<file path="src/rtl/conv_window_fifo.sv">
`default_nettype none
// ============================================================================
// Module   : conv_window_fifo
// Brief    : Sample FIFO that replays overlapping WIN-tap windows, retiring
//            STRIDE samples per completed window. Optional coefficient file
//            enabled by CONV_WINDOW_FIFO_KBUF_EN.
// Revision : 1.0 - initial release
// ============================================================================
module conv_window_fifo #(
    parameter int DATA_W = 32,
    parameter int DEPTH  = 8,
    parameter int WIN    = 3,
    parameter int STRIDE = 1
) (
    input  logic                   clk,
    input  logic                   reset,
    input  logic                   flush,
    input  logic [DATA_W-1:0]      in_data,
    input  logic                   in_valid,
    output logic                   in_ready,
    output logic [DATA_W-1:0]      out_data,
    output logic                   out_valid,
    input  logic                   out_ready,
    output logic                   out_last,
`ifdef CONV_WINDOW_FIFO_KBUF_EN
    input  logic                   kernel_we,
    input  logic [$clog2(WIN)-1:0] kernel_idx,
    input  logic [DATA_W-1:0]      kernel_in,
    output logic [DATA_W-1:0]      kernel_out,
`endif
    output logic [$clog2(DEPTH):0] level
);

    localparam int c_AW = $clog2(DEPTH);
    localparam int c_OW = $clog2(WIN);
    localparam int c_LW = c_AW + 1;

    localparam logic [c_LW-1:0] c_DEPTH_L  = c_LW'(DEPTH);
    localparam logic [c_LW-1:0] c_WIN_L    = c_LW'(WIN);
    localparam logic [c_LW-1:0] c_STRIDE_L = c_LW'(STRIDE);
    localparam logic [c_AW-1:0] c_STRIDE_A = c_AW'(STRIDE);
    localparam logic [c_OW-1:0] c_LAST_OFS = c_OW'(WIN - 1);

    logic [DATA_W-1:0] r_mem [DEPTH];
    logic [c_AW-1:0]   r_wr_ptr;
    logic [c_AW-1:0]   r_base;
    logic [c_OW-1:0]   r_ofs;
    logic [c_LW-1:0]   r_level;
    logic [DATA_W-1:0] r_out_data;
    logic              r_out_valid;
    logic              r_out_last;

    logic              w_push;
    logic              w_load;
    logic              w_last_tap;
    logic              w_retire;
    logic [c_AW-1:0]   w_rd_addr;
    logic [c_LW-1:0]   w_level_next;

    assign in_ready     = (r_level < c_DEPTH_L) && !flush;
    assign w_push       = in_valid && in_ready;
    // Level is the pre-push count, so a sample written this edge is never read this edge.
    assign w_load       = (!r_out_valid || out_ready) && (r_level >= c_WIN_L);
    assign w_last_tap   = (r_ofs == c_LAST_OFS);
    assign w_retire     = w_load && w_last_tap;
    assign w_rd_addr    = r_base + c_AW'(r_ofs);
    assign w_level_next = r_level + c_LW'(w_push) - (w_retire ? c_STRIDE_L : '0);

    assign out_data  = r_out_data;
    assign out_valid = r_out_valid;
    assign out_last  = r_out_last;
    assign level     = r_level;

    always_ff @(posedge clk) begin
        if (w_push) begin
            r_mem[r_wr_ptr] <= in_data;
        end
    end

    always_ff @(posedge clk or posedge reset) begin
        if (reset) begin
            r_wr_ptr    <= '0;
            r_base      <= '0;
            r_ofs       <= '0;
            r_level     <= '0;
            r_out_data  <= '0;
            r_out_valid <= 1'b0;
            r_out_last  <= 1'b0;
        end else if (flush) begin
            r_wr_ptr    <= '0;
            r_base      <= '0;
            r_ofs       <= '0;
            r_level     <= '0;
            r_out_valid <= 1'b0;
            r_out_last  <= 1'b0;
        end else begin
            if (w_push) begin
                r_wr_ptr <= r_wr_ptr + c_AW'(1);
            end
            r_level <= w_level_next;
            if (w_load) begin
                r_out_data  <= r_mem[w_rd_addr];
                r_out_valid <= 1'b1;
                r_out_last  <= w_last_tap;
                if (w_last_tap) begin
                    r_ofs  <= '0;
                    r_base <= r_base + c_STRIDE_A;
                end else begin
                    r_ofs <= r_ofs + c_OW'(1);
                end
            end else if (out_ready) begin
                r_out_valid <= 1'b0;
            end
        end
    end

`ifdef CONV_WINDOW_FIFO_KBUF_EN
    logic [DATA_W-1:0] r_coef [WIN];
    logic [DATA_W-1:0] r_kernel_out;

    assign kernel_out = r_kernel_out;

    // Coefficients survive flush; only reset clears them.
    always_ff @(posedge clk or posedge reset) begin
        if (reset) begin
            for (int i = 0; i < WIN; i++) begin
                r_coef[i] <= '0;
            end
            r_kernel_out <= '0;
        end else begin
            if (kernel_we && (int'(kernel_idx) < WIN)) begin
                r_coef[kernel_idx] <= kernel_in;
            end
            if (w_load && !flush) begin
                r_kernel_out <= r_coef[r_ofs];
            end
        end
    end
`endif

endmodule
`default_nettype wire

</file>
<file path="config.mk">
export PLATFORM = sky130hd
export DESIGN_NAME = conv_window_fifo
export DESIGN_NICKNAME = d
export VERILOG_FILES = /design/src/rtl/conv_window_fifo.sv
export SDC_FILE = /design/constraint.sdc
export NUM_CORES = 1
export LEC_CHECK = 0
export CAP_MARGIN = 30
export CORE_AREA = 2 2 181 228
export CTS_BUF_LIST = sky130_fd_sc_hd__clkbuf_4 sky130_fd_sc_hd__clkbuf_8
export CTS_CLUSTER_SIZE = 10
export DETAILED_ROUTE_END_ITERATION = 16
export DIE_AREA = 0 0 183 230
export GPL_TIMING_DRIVEN = 0
export SETUP_SLACK_MARGIN = 0.02
export SYNTH_ARGS = -nofsm -noshare
export SYNTH_HDL_FRONTEND = slang
export SYNTH_SLANG_ARGS = --single-unit
</file>
<file path="constraint.sdc">
create_clock -name clk -period 4 [get_ports clk]
set_input_delay 0.8 -clock clk [delete_from_list [all_inputs] [get_ports clk]]
set_output_delay 0.8 -clock clk [all_outputs]
set_load 0.05 [all_outputs]
</file>
==> results.yml, run 1 <==
outcome:
  status: "finished clean"
clock_tree:
  hold_buffers: 0
  cts_tree: "yes"
  cts.path.max_buffers: 3
  post-cts-setup-buffer-count: 0
  cts.sinks: 302
  numCtsBuffers: 44
  h-tree-depth: 2
  cts_resized: 0
  root_buffer: "clkbuf_8"
  clock_latency_ns: 0.56
  clkTransAtPathRegs_ns: 0.06
sta:
  period_needed_ns: 3.27
  fin_skew_ns: 0.0201
  tns_ns: 0
  finalMaxSlewViolations: 0
  finalSetupViolations: 0
  period_share: 0.816
  max_freq_mhz: 306
  rsz0062_at_grt: "false"
  hold_slack_ns: 0.487
  maxSlewHeadroom: 0.530
  finalHoldViolCount: 0
  worst_pin_slew_ns: 0.704
yosys:
  yosys_most_used_dff: "edfxtp_1"
  synth_compound_area_frac: 0.0683
  yosys.area_share.xor_xnor: 0.00590
  syn_area_per_cell_sq_um: 17.8
  synth_top_area_cell: "edfxtp_1"
  yosysSeqAreaShare: 0.745
  synthArstFlopShare: 0.152
  ys_top_cells_by_area: "edfxtp_1, mux2_2, dfrtp_1"
  synthesis.area_sq_um: 11900
  synthMuxAreaShare: 0.124
  yosys_warnings: 0
  synth_simple_gate_area_frac: 0.0278
  synthCells: 668
  synth_cell_types: 29
  synth_enable_flop_cells: 256
  synth_top_family_by_area: "multiplexers"
  synth_top_cell_area_share: 0.648
  synth-adder-area-share: 0.0118
  synth_nets: 715
  synth.ff_latch_count: 302
routing:
  antenna_left: 0
  drc: 0
  dr.first_iter.drc_count: 376
  wl_microns: 26700
  drtPass1Iterations: 4
  via_per_inst: 4.69
  wire_per_inst_microns: 20.0
  route.vias.total: 6269
power_and_ir_drop:
  ir_worst_vdd_mv: 0.198
  p_leak_nw: 4.86
  powerDensity_nw_per_um2: 595
final_layout:
  drive_gt1_frac: 0.333
  final_cells: 1338
  nets: 847
  syn_to_final_growth_pct: 21.9
  multi_input_area_sq_um: 2890
  n_fill_cell: 3735
  register_area_sq_um: 8840
placed_design:
  port_buffers: 75
  dpl.cell_count: 1258
  gp_congestion: 0.705
  dp_hpwl_microns: 17300
setup_path:
  cp_max_fo: 7
  worst_setup_path_start_kind: "input pin"
  cp-end-kind: "output pin"
  cp_data_arrival_time_ns: 2.47
  path_class: "in2out"
  cp_data_required_time_ns: 3.20
  rrSetupSlack_ns: 1.39
global_route:
  grt_usage: 0.129
  busiest_layer: "met2"
  grt-ovfl-total: 0
  antenna_found_initial: 4
  grtUsageMet3: 0.0315
  grt_util_met2: 0.236
  grt_first_pass_wirelength_microns: 41100
  grt_pass1_vias: 6918
  grt_max_degree: 27
  met1_usage: 0.145
floorplanning:
  fp.dieH_microns: 230
  core_area_sq_um: 39800
  row_count: 82
  start_util: 0.298
  die_area_sq_um: 42100
  io_pins: 76
  die_x_microns: 183
hold_path:
  hp-class: "reg2reg"
flow_run:
  drv_cap: 0
-- report_power, final --
group          total [W]  leakage [nW]  switching [W]  internal, W
logic            0.00230          1.49        0.00146     0.000846
registers        0.00385          2.90       0.000159      0.00369
clock network    0.00245         0.477        0.00110      0.00135
total            0.00860          4.86        0.00271      0.00589
-- cells in the final DEF, fill, tap and decap left out, drive strengths merged, types with 3 or more instances in the layout --
| cell type | n |
|---|---|
| dfrtp | 46 |
| nand2 | 39 |
| mux2 | 128 |
| nor3 | 4 |
| buf | 39 |
| edfxtp | 256 |
| mux2i | 3 |
| o31ai | 32 |
| nand2b | 7 |
| clkinv | 6 |
| inv | 6 |
| nor2b | 4 |
| clkdlybuf4s50 | 75 |
| a21oi | 4 |
| clkbuf | 79 |
| xnor2 | 6 |
| o22ai | 64 |
| ha | 8 |
| nor2 | 17 |
-- cells by family (layout without fill, tap and decap cells) --
family | count (synthesis) | count (layout)
mux | 131 | 131
buf+inv | 40 | 205
xor+xnor | 8 | 8
fa+ha+maj | 10 | 10
flops | 302 | 302
simple gates | 75 | 75
compound gates | 102 | 102
other cells | 0 | 1
-- registers in the layout (all words and copies together), names as in the netlist --
| signal | count |
|---|---|
| out_data | 32 |
| out_last | 1 |
| r_base | 3 |
| r_ofs | 2 |
| level | 4 |
| r_mem | 256 |
| r_wr_ptr | 3 |
| out_valid | 1 |
-- routing by layer --
metal  wire length, microns  up-vias  share of wire
met1                  10500     3189           0.39
met2                  14100      136           0.53
met4                    675        6          0.025
met5                     36        -         0.0013
met3                   1410       54          0.053
li1                       -     2884              -
-- cell usage after synthesis (2+ instances only) --
master	count
edfxtp_1	256
clkbuf_1	6
mux2i_1	3
o22ai_1	64
xnor2_1	6
nor2b_1	4
a21oi_1	4
dfrtp_1	46
fa_1	2
o31ai_2	27
inv_1	6
mux2_2	128
buf_2	22
nand2b_1	7
buf_6	4
nor3_1	3
ha_1	8
xor2_1	2
nand2_1	39
buf_1	2
nor2_1	17
o31ai_1	5
-- per-stage QoR --
step                      cell area [sq um]  utilization  setup slack, ns  total power (W)
after detailed placement              13600        0.341            0.715          0.00627
after global routing                  14500        0.363            0.624          0.00899
after CTS                             14500        0.363            0.718          0.00874
final                                 14500        0.363            0.734          0.00860
after global placement                13300        0.333            -1.29          0.00619
after floorplan                       11900            -            0.184          0.00540
-- area by class of cell --
class | count | share of cell area
clock buffers | 73 | 0.0595
flip-flops and latches | 302 | 0.611
plain buffers | 34 | 0.0128
inverters | 6 | 0.00156
clock inverters | 6 | 0.00164
well taps | 504 | 0.0436
multi-input cells | 326 | 0.200
diodes | 1 | 0.000173
repair buffers | 86 | 0.0699
-- critical path: stages --
cell	delay, ns
clkdlybuf4s50_1	0.54
nor2_1	0.25
clkdlybuf4s50_1	0.87
-- worst paths after layout --
| kind | cells past startpoint | startpoint | end |
|---|---|---|---|
| worst max-delay path | 3 | flush | in_ready |
| worst min-delay path | 2 | out_data[27] | out_data[27] |
| worst max register to register | 7 | r_ofs[0] | out_data[30] |
| worst min register to register | 2 | out_data[27] | out_data[27] |
| max in group asynchronous | 3 | reset | r_base[0] |
| min in group asynchronous | 2 | reset | out_data[22] |
Note: power is estimated with default switching activity, not from simulation.
==> inputs of run 2 (changes only) <==
==> constraint.sdc (replaced) <==
create_clock -name clk -period 2.9 [get_ports clk]
set_input_delay 0.58 -clock clk [delete_from_list [all_inputs] [get_ports clk]]
set_output_delay 0.58 -clock clk [all_outputs]
set_load 0.05 [all_outputs]
==> run 2 against run 1 <==
Power up 38%; clock-buffer cell count down 9; design area shrank 0.14%; critical path depth unchanged; register-to-register slack lost 1.1 ns; critical endpoint unchanged; clock power increased by 38%; core utilization decreased by 0.050 points; routed wire length is 2.4% higher; critical path type unchanged; non-clock buffer count stayed put; first-iteration DRC count is 0.27% lower.
==> results.yml, run 2 (synthesized netlist as in run 1, its figures left out) <==
final_layout:
  largest_register: "r_mem"
  syn_to_final_growth_pct: 21.7
  final_common_cell: "edfxtp_1"
  register_area_sq_um: 8840
  design_area_sq_um: 14400
  nets: 847
  fin_util: 0.363
  largest_reg_flops: 256
  final_cell_mix: "edfxtp_1, mux2_2, clkdlybuf4s50_1"
  n_fill_cell: 3739
  drive_gt1_frac: 0.329
  multi_input_area_sq_um: 2890
power_and_ir_drop:
  ir_worst_vdd_mv: 0.362
  finalPower_w: 0.0119
  p_sw_frac: 0.322
  p_int_w: 0.00806
  seqPwrFrac: 0.447
  power_frac_clock: 0.285
  pwr-share-comb: 0.269
  powerDensity_nw_per_um2: 823
  switchingPower_w: 0.00383
  p_leak_nw: 4.83
global_route:
  grt_max_degree: 34
  grt_usage: 0.132
  antenna_found_initial: 4
  grt_pass1_vias: 6888
  grt-ovfl-total: 0
  grt_first_pass_wirelength_microns: 41700
floorplanning:
  start_util: 0.298
  die_x_microns: 183
  fp.dieH_microns: 230
  row_count: 82
  die_area_sq_um: 42100
  core_area_sq_um: 39800
  io_pins: 76
clock_tree:
  numCtsBuffers: 44
  root_buffer: "clkbuf_8"
  clock_latency_ns: 0.57
  cts.sinks: 302
  clkTransAtPathRegs_ns: 0.07
  cts_resized: 0
  hold_buffers: 0
  cts_tree: "yes"
  h-tree-depth: 2
  cts.path.max_buffers: 3
  post-cts-setup-buffer-count: 0
sta:
  finalSetupViolations: 0
  worst_pin_slew_ns: 0.747
  period_needed_ns: 2.77
  finalMaxSlewViolations: 0
  fin_skew_ns: 0.0218
  max_freq_mhz: 361
  finalHoldViolCount: 0
  maxSlewHeadroom: 0.500
  rsz0062_at_grt: "false"
  period_share: 0.956
outcome:
  status: "finished clean"
setup_path:
  cp-end-kind: "output pin"
  rrSetupSlack_ns: 0.29
  max_stage_delay_ns: 0.84
  cp_data_required_time_ns: 2.32
  cp_data_arrival_time_ns: 2.19
  timing.rr.end: "out_data[30]"
  path_class: "in2out"
  regToRegStartpoint: "r_ofs[0]"
  worst_setup_path_start_kind: "input pin"
  crit_chain: "clkdlybuf4s50_1 > nor2_2 > clkdlybuf4s50_1"
  slowest_stage: "clkdlybuf4s50_1"
  r2r_cells: 7
  crit_top_cell: "clkdlybuf4s50_1"
  cp_max_fo: 7
routing:
  wire_per_inst_microns: 20.4
  antenna_left: 0
  drc: 0
  drtPass1Iterations: 5
  dr.first_iter.drc_count: 375
  via_per_inst: 4.76
  route.vias.total: 6380
  wl_microns: 27300
placed_design:
  port_buffers: 75
  dpl_cell_area_sq_um: 13600
  gp_congestion: 0.730
  dp_hpwl_microns: 17200
hold_path:
  hp-class: "in2async"
flow_run:
  drv_cap: 0
==> run 2: changes by cell type in the layout (fill, tap and decap cells not counted), sizes merged <==
cell,before,now
bufinv,0,1
clkbuf,79,70
clkinv,6,13
clkinvlp,0,3
diode,1,2
==> run 2: per-layer routing <==
layer  wire [microns]  vias to the layer above  global-route usage
li1                 -                     2886                   -
met1            11100                     3284               0.152
met2            14300                      155               0.237
met3             1330                       51              0.0309
met4              600                        4              0.0485
met5               30                        -                   0
==> run 2: through the flow <==
stage	instances	hold WS [ns]	worst slack (ns)	TNS [ns]
2_1_floorplan	668	0.537	0.0196	0
3_3_place_gp	1247	0.469	-1.08	-226.28
3_5_place_dp	1258	0.479	-0.258	-5.76
4_1_cts	1339	0.321	0.103	0
5_1_grt	1341	0.336	0.0572	0
6_report	1341	0.327	0.126	0
==> run 2: how the worst max path moves through the flow <==
stage	from	endpoint	slack [ns]	depth (start not counted)
6_report	flush	in_ready	0.13	3
5_1_grt	flush	in_ready	0.06	3
4_1_cts	flush	in_ready	0.10	3
3_5_place_dp	flush	r_mem[1][27]	-0.26	6
3_3_place_gp	flush	r_mem[6][27]	-1.08	5
2_1_floorplan	level[3]	r_mem[2][0]	0.02	4
==> run 2: layout make-up <==
type	count	share of cell area
sequential	302	0.612
inverter	6	0.00156
clock buffer	64	0.0536
timing repair buffer	86	0.0686
tap	504	0.0437
clock inverter	17	0.00728
antenna	2	0.000346
buffer	34	0.0128
multi-input combinational	326	0.200
==> run 2: critical path: cells and delay by family <==
kind / cells / cell delay [ns]
buffers and inverters: 2 / 1.39
and+or+nand+nor: 1 / 0.22
==> run 2: power groups by stage <==
stage	Sequential [W]	Clock (W)	Combinational, W
2_1_floorplan	0.00616	0	0.00130
5_1_grt	0.00535	0.00366	0.00342
3_3_place_gp	0.00540	0	0.00315
3_5_place_dp	0.00541	0	0.00324
6_report	0.00531	0.00339	0.00319
4_1_cts	0.00532	0.00348	0.00325
